===== src/rtl/result_output_stage_if.sv =====
// Bundle of request, FIFO and status signals for the result output stage.
// The master side issues record requests and owns the FIFO free counts;
// the slave side is the output stage itself.
interface result_output_stage_if #(
    parameter int word_size = 16,
    parameter int cnt_size  = 16
);
    logic                     en_wr_output_fifo;
    logic [2*word_size-1:0]   result;
    logic [2*word_size-1:0]   status;
    logic [word_size-1:0]     free_result;
    logic [word_size-1:0]     free_status;
    logic                     wr_result;
    logic                     wr_status;
    logic [word_size-1:0]     data_result;
    logic [word_size-1:0]     data_status;
    logic                     ready;
    logic                     done;
    logic                     drop_err;
    logic [cnt_size-1:0]      rec_count;

    modport master (
        output en_wr_output_fifo, result, status, free_result, free_status,
        input  wr_result, wr_status, data_result, data_status,
        input  ready, done, drop_err, rec_count
    );

    modport slave (
        input  en_wr_output_fifo, result, status, free_result, free_status,
        output wr_result, wr_status, data_result, data_status,
        output ready, done, drop_err, rec_count
    );
endinterface


===== src/rtl/result_output_stage.sv =====
// Result output stage: captures a two-word result/status record on a request
// pulse, waits until both FIFOs can take two tokens, writes the low halves then
// the high halves on consecutive cycles, and pulses done while counting records.
module result_output_stage #(
    parameter int word_size = 16,
    parameter int cnt_size  = 16
) (
    input  logic               clk,
    input  logic               rst,
    result_output_stage_if.slave bus
);
    typedef enum logic [2:0] {
        IDLE,
        WAIT_SPACE,
        WR_LO,
        WR_HI,
        DONE
    } state_t;

    localparam logic [word_size-1:0] min_free = word_size'(2);

    state_t                 state_reg;
    state_t                 state_next;
    logic [2*word_size-1:0] res_reg;
    logic [2*word_size-1:0] sta_reg;
    logic                   drop_reg;
    logic [cnt_size-1:0]    cnt_reg;
    logic                   accept;
    logic                   space_ok;

    // Captured records split into halves: index 0 is written first, index 1 second.
    logic [word_size-1:0]   res_half [2];
    logic [word_size-1:0]   sta_half [2];

    genvar gi;
    generate
        for (gi = 0; gi < 2; gi++) begin : g_half
            assign res_half[gi] = res_reg[gi*word_size +: word_size];
            assign sta_half[gi] = sta_reg[gi*word_size +: word_size];
        end
    endgenerate

    assign accept   = (state_reg == IDLE) && bus.en_wr_output_fifo;
    assign space_ok = (bus.free_result >= min_free) && (bus.free_status >= min_free);

    // State register; reset drops any record in flight so no further write happens.
    always_ff @(posedge clk or negedge rst) begin
        if (!rst) begin
            state_reg <= IDLE;
        end else begin
            state_reg <= state_next;
        end
    end

    // Next state and all per-state outputs; outputs are zero unless a state drives them.
    always_comb begin
        state_next      = state_reg;
        bus.ready       = 1'b0;
        bus.done        = 1'b0;
        bus.wr_result   = 1'b0;
        bus.wr_status   = 1'b0;
        bus.data_result = '0;
        bus.data_status = '0;
        case (state_reg)
            IDLE: begin
                bus.ready = 1'b1;
                if (bus.en_wr_output_fifo) begin
                    state_next = WAIT_SPACE;
                end
            end
            WAIT_SPACE: begin
                if (space_ok) begin
                    state_next = WR_LO;
                end
            end
            WR_LO: begin
                bus.wr_result   = 1'b1;
                bus.wr_status   = 1'b1;
                bus.data_result = res_half[0];
                bus.data_status = sta_half[0];
                state_next      = WR_HI;
            end
            WR_HI: begin
                bus.wr_result   = 1'b1;
                bus.wr_status   = 1'b1;
                bus.data_result = res_half[1];
                bus.data_status = sta_half[1];
                state_next      = DONE;
            end
            DONE: begin
                bus.done   = 1'b1;
                state_next = IDLE;
            end
            default: begin
                state_next = IDLE;
            end
        endcase
    end

    // Capture registers load only on an accepted request, so later input changes are invisible.
    always_ff @(posedge clk or negedge rst) begin
        if (!rst) begin
            res_reg <= '0;
            sta_reg <= '0;
        end else if (accept) begin
            res_reg <= bus.result;
            sta_reg <= bus.status;
        end
    end

    // Sticky error for any request that arrives while a record is still in progress.
    always_ff @(posedge clk or negedge rst) begin
        if (!rst) begin
            drop_reg <= 1'b0;
        end else if (bus.en_wr_output_fifo && (state_reg != IDLE)) begin
            drop_reg <= 1'b1;
        end
    end

    // Record counter advances once per completed record and wraps naturally.
    always_ff @(posedge clk or negedge rst) begin
        if (!rst) begin
            cnt_reg <= '0;
        end else if (state_reg == DONE) begin
            cnt_reg <= cnt_reg + cnt_size'(1);
        end
    end

    assign bus.drop_err  = drop_reg;
    assign bus.rec_count = cnt_reg;

endmodule


===== src/flat_wrapper.sv =====
// flat-port wrapper written by rule: the top's interface ports become plain ports
module result_output_stage_flat 
#(
    parameter int word_size = 16,
    parameter int cnt_size  = 16
)
  (clk, rst, bus_en_wr_output_fifo, bus_result, bus_status, bus_free_result, bus_free_status, bus_wr_result, bus_wr_status, bus_data_result, bus_data_status, bus_ready, bus_done, bus_drop_err, bus_rec_count);
  result_output_stage_if #(.word_size(word_size), .cnt_size(cnt_size)) bus_i ();
  input  logic clk;
  input  logic rst;
  input wire logic [$bits(bus_i.en_wr_output_fifo)-1:0] bus_en_wr_output_fifo;
  input wire logic [$bits(bus_i.result)-1:0] bus_result;
  input wire logic [$bits(bus_i.status)-1:0] bus_status;
  input wire logic [$bits(bus_i.free_result)-1:0] bus_free_result;
  input wire logic [$bits(bus_i.free_status)-1:0] bus_free_status;
  output wire logic [$bits(bus_i.wr_result)-1:0] bus_wr_result;
  output wire logic [$bits(bus_i.wr_status)-1:0] bus_wr_status;
  output wire logic [$bits(bus_i.data_result)-1:0] bus_data_result;
  output wire logic [$bits(bus_i.data_status)-1:0] bus_data_status;
  output wire logic [$bits(bus_i.ready)-1:0] bus_ready;
  output wire logic [$bits(bus_i.done)-1:0] bus_done;
  output wire logic [$bits(bus_i.drop_err)-1:0] bus_drop_err;
  output wire logic [$bits(bus_i.rec_count)-1:0] bus_rec_count;
  assign bus_i.en_wr_output_fifo = bus_en_wr_output_fifo;
  assign bus_i.result = bus_result;
  assign bus_i.status = bus_status;
  assign bus_i.free_result = bus_free_result;
  assign bus_i.free_status = bus_free_status;
  assign bus_wr_result = bus_i.wr_result;
  assign bus_wr_status = bus_i.wr_status;
  assign bus_data_result = bus_i.data_result;
  assign bus_data_status = bus_i.data_status;
  assign bus_ready = bus_i.ready;
  assign bus_done = bus_i.done;
  assign bus_drop_err = bus_i.drop_err;
  assign bus_rec_count = bus_i.rec_count;
  result_output_stage #(.word_size(word_size), .cnt_size(cnt_size)) u_core (.clk(clk), .rst(rst), .bus(bus_i));
endmodule

===== config.mk =====
export PLATFORM = sky130hd
export DESIGN_NAME = result_output_stage_flat
export DESIGN_NICKNAME = d
export VERILOG_FILES = /design/src/rtl/result_output_stage_if.sv /design/src/rtl/result_output_stage.sv /design/src/flat_wrapper.sv
export SDC_FILE = /design/constraint.sdc
export NUM_CORES = 1
export LEC_CHECK = 0
export CORE_MARGIN = 4
export CORE_UTILIZATION = 45
export DETAILED_ROUTE_END_ITERATION = 10
export PLACE_DENSITY_LB_ADDON = 0.1
export SKIP_LAST_GASP = 1
export SLEW_MARGIN = 20
export SYNTH_ARGS = -nofsm -noshare
export SYNTH_HDL_FRONTEND = slang
export SYNTH_SLANG_ARGS = --single-unit

===== constraint.sdc =====
create_clock -name clk -period 4.38 [get_ports clk]
set_clock_uncertainty 0.05 [all_clocks]
set_input_delay 0.876 -clock clk [delete_from_list [all_inputs] [get_ports clk]]
set_output_delay 0.876 -clock clk [all_outputs]
set_load 0.005 [all_outputs]

==> key figures <==
Placed design
  – Hpwl dp: 6490 um
  – Routability cong.: 0.743
  – Pre-CTS WS: 1.40 ns
  – Placed Instances: 541
  – Port-buffer cells: 149

Timing
  – Final count of hold timing violations: 0
  – Setup WS post-layout: 1.13 ns
  – Final min period: 3.25 ns
  – Period utilisation layout: 74.3%
  – Fmax: 0.307 GHz
  – Slew Limit Headroom: 50.9%
  – Max-slew violations: 0
  – Fin Hold WS: 0.428 ns
  – Setup tns final: 0 ns
  – Slew at the pin closest to its max-slew limit: 0.737 ns
  – RSZ-0062 raised after global routing: no
  – Final Setup Violations: 0

Finish
  – Multi-input gate area: 1610 um2
  – Number of nets in the layout: 547
  – Reg area: 2100 um2
  – Final Non-Filler Cells: 556
  – Fillcell total: 670
  – # diodes: 0
  – Synth-to-layout area growth: 46.7%
  – Layout cells sized above 1: 20.0%

Synthesis
  – Ys Warns: 0
  – Syn Area/Cell: 12.8 um2
  – Asr flop ratio synth: 100%
  – EDFF count, synth: 0
  – Synth Register Bits: 84
  – Sequential-to-total area share from yosys stat: 54.9%
  – Synth Instances: 300
  – Synth Flop Type: dfrtp_1
  – Synthesized cell area: 3830 um2
  – Syn_nets: 400
  – Netlist cell types: 30

Hold path
  – HP Class: reg -> reg
  – Min-delay src: u_core.bus.rec_count[15]$_DFFE_PN0P_
  – Hold Path Stages: 1
  – Hold endpoint: u_core.bus.rec_count[15]$_DFFE_PN0P_

GRT
  – Vias in the first global route: 2,978
  – Antenna violations before repair: 0
  – Total Routing Usage GR: 18.6%
  – First-pass GRT wire length: 14,800 um
  – Total grt overflow: 0
  – Largest net degree at the start of global routing: 85

CTS
  – Cts hold-fix bufs: 0
  – Worst-path clk slew: 0.08 ns
  – Clock Path Buffers: 2
  – Num CTS Buffers: 9
  – Postcts setup bufs: 0
  – CTS tree: yes
  – Post-CTS sizing: 0
  – Worst-Skew Late Latency: 0.34 ns
  – # H-tree levels: 3
  – Clock tree root driver cell: clkbuf_8
  – Clock sinks: 84

Floorplan
  – Num rows: 33
  – Core Box Area: 8260 um2
  – Die Footprint: 10,100 um2
  – Die width: 100 um
  – IO Count: 152
  – Chip height: 100 um
  – Initial Utilization: 46.4%

Run status
  – Outcome: finished, final reports clean

Detailed routing
  – Initial DRC Count: 41
  – Via count: 2,758
  – Drt drc: 0
  – Post-Route WL: 8910 um
  – First-pass DRT Iterations: 4
  – Post-DR vias/cell: 4.96
  – Antenna-violating nets left: 0
  – Wire length per cell: 16.0 um

Job
  – Max-Cap Viols: 0

Setup path
  – Setup CP Type: reg -> out
  – R2R Path Start: u_core.state_reg[0]$_DFFE_PN0P_
  – Worst r2r dst: u_core.res_reg[17]$_DFFE_PN0P_
  – Crit path largest cell delay: 0.52 ns
  – WP buf/inv: 2
  – CP Launch Type: register
  – Worst R2R Setup Slack: 2.00 ns
  – FF-to-FF path depth: 4
  – CP Capture Type: output port
  – Worst path slowest cell: clkdlybuf4s50_1
  – Critical path depth: 4
  – CP top delay family: buffers and inverters
  – CP Max Fanout: 19
  – CP arrival: 2.33 ns
  – Cells along the critical path: nand2b_1 -> buf_4 -> nor2_1 -> clkdlybuf4s50_1
  – Data required, critical path: 3.45 ns

Power and ir drop
  – Pwr Total: 3420 uW
  – Leak Pwr: 0.00237 uW
  – PwrDens: 609 nW/um2
  – Maximum VDD drop: 0.326 mV
## metrics by stage
| step | area (um2) | util (%) |
|---|---|---|
| after floorplan | 3830 | - |
| after detailed placement | 5380 | 65.1 |
| after CTS | 5620 | 68.0 |
| after global routing | 5620 | 68.1 |
| after global placement | 5380 | 65.1 |
| final | 5620 | 68.1 |
## kinds of logic (layout without fill, tap and decap cells)
| kind of cell | after synthesis | in the layout | synth area share [%] |
|---|---|---|---|
| buffers and inverters | 21 | 172 | 3.14 |
| DFF | 84 | 84 | 54.9 |
| muxes | 97 | 97 | 27.5 |
| AOI/OAI and AO/OA | 4 | 4 | 0.751 |
| adders and majority gates | 1 | 1 | 0.327 |
| xor gates and xnor gates | 15 | 15 | 3.43 |
| and+or+nand+nor | 78 | 78 | 10.0 |
## layer usage
metal / part of all wire [%] / global-route usage [%] / wire length (um)
met5: 0 / 0 / 0
met4: 1.0 / 6.22 / 90
met3: 6.1 / 4.93 / 547
met2: 51 / 31.5 / 4570
met1: 42 / 23.0 / 3700
## Yosys cell counts (2+ instances only)
| cell type | count | share of area (%) |
|---|---|---|
| dfrtp_1 | 84 | 55 |
| mux2_2 | 65 | 19 |
| nor2_1 | 39 | 3.8 |
| mux2i_1 | 32 | 8.4 |
| xnor2_1 | 9 | 2.1 |
| buf_4 | 8 | 1.6 |
| nand2_1 | 8 | 0.78 |
| nand4_1 | 7 | 1.1 |
| nor4_1 | 6 | 0.98 |
| xor2_1 | 6 | 1.4 |
| clkbuf_1 | 5 | 0.49 |
| inv_1 | 4 | 0.39 |
| nand3_1 | 4 | 0.52 |
| nor3_1 | 4 | 0.52 |
| buf_2 | 3 | 0.39 |
| and3_1 | 2 | 0.33 |
## power breakdown
group / total (uW) / internal (uW) / leakage, uW / switching (uW)
clock network: 654 / 390 / 0.000122 / 264
logic: 1470 / 909 / 0.00123 / 558
registers: 1300 / 1110 / 0.00102 / 192
## worst reg2reg max path: stages, from the launching register on
cell and delay [ns]:
dfrtp_2 0.47, nor3_1 0.29, and2_2 0.66, buf_4 0.41, mux2_2 0.38
## cells in the final DEF, fill, tap and decap left out, types with 2 or more instances in the layout
cell             instances
clkdlybuf4s50_1        148
dfrtp_1                 83
mux2_2                  65
nor2_1                  39
mux2i_1                 32
clkbuf_8                10
xnor2_1                  9
nand2_1                  8
nand4_1                  7
nor4_1                   6
xor2_1                   6
inv_1                    4
nor3_1                   4
nand3_1                  4
buf_4                    4
bufinv_16                3
and3_1                   2
clkinv_2                 2
## cell type report
cell class | count | share of cell area [%]
multi-input combinational | 195 | 28.7
sequential | 84 | 37.4
tap | 105 | 2.34
clock inverter | 5 | 1.78
clock buffer | 10 | 2.45
inverter | 4 | 0.267
timing repair buffer | 153 | 27.1
## worst max-delay path by stage
stage / startpoint / end / slack, ns
floorplan: u_core.state_reg[2]$_DFFE_PN0P_ / bus_wr_status / 2.25
global placement: bus_en_wr_output_fifo / u_core.res_reg[11]$_DFFE_PN0P_ / 1.44
detailed placement: bus_en_wr_output_fifo / u_core.res_reg[10]$_DFFE_PN0P_ / 1.40
CTS: u_core.state_reg[2]$_DFFE_PN0P_ / bus_data_result[1] / 1.08
global route: u_core.state_reg[2]$_DFFE_PN0P_ / bus_data_result[14] / 0.99
finish: u_core.state_reg[2]$_DFFE_PN0P_ / bus_data_result[1] / 1.13
No activity file was read; power rests on OpenSTA's default activity.
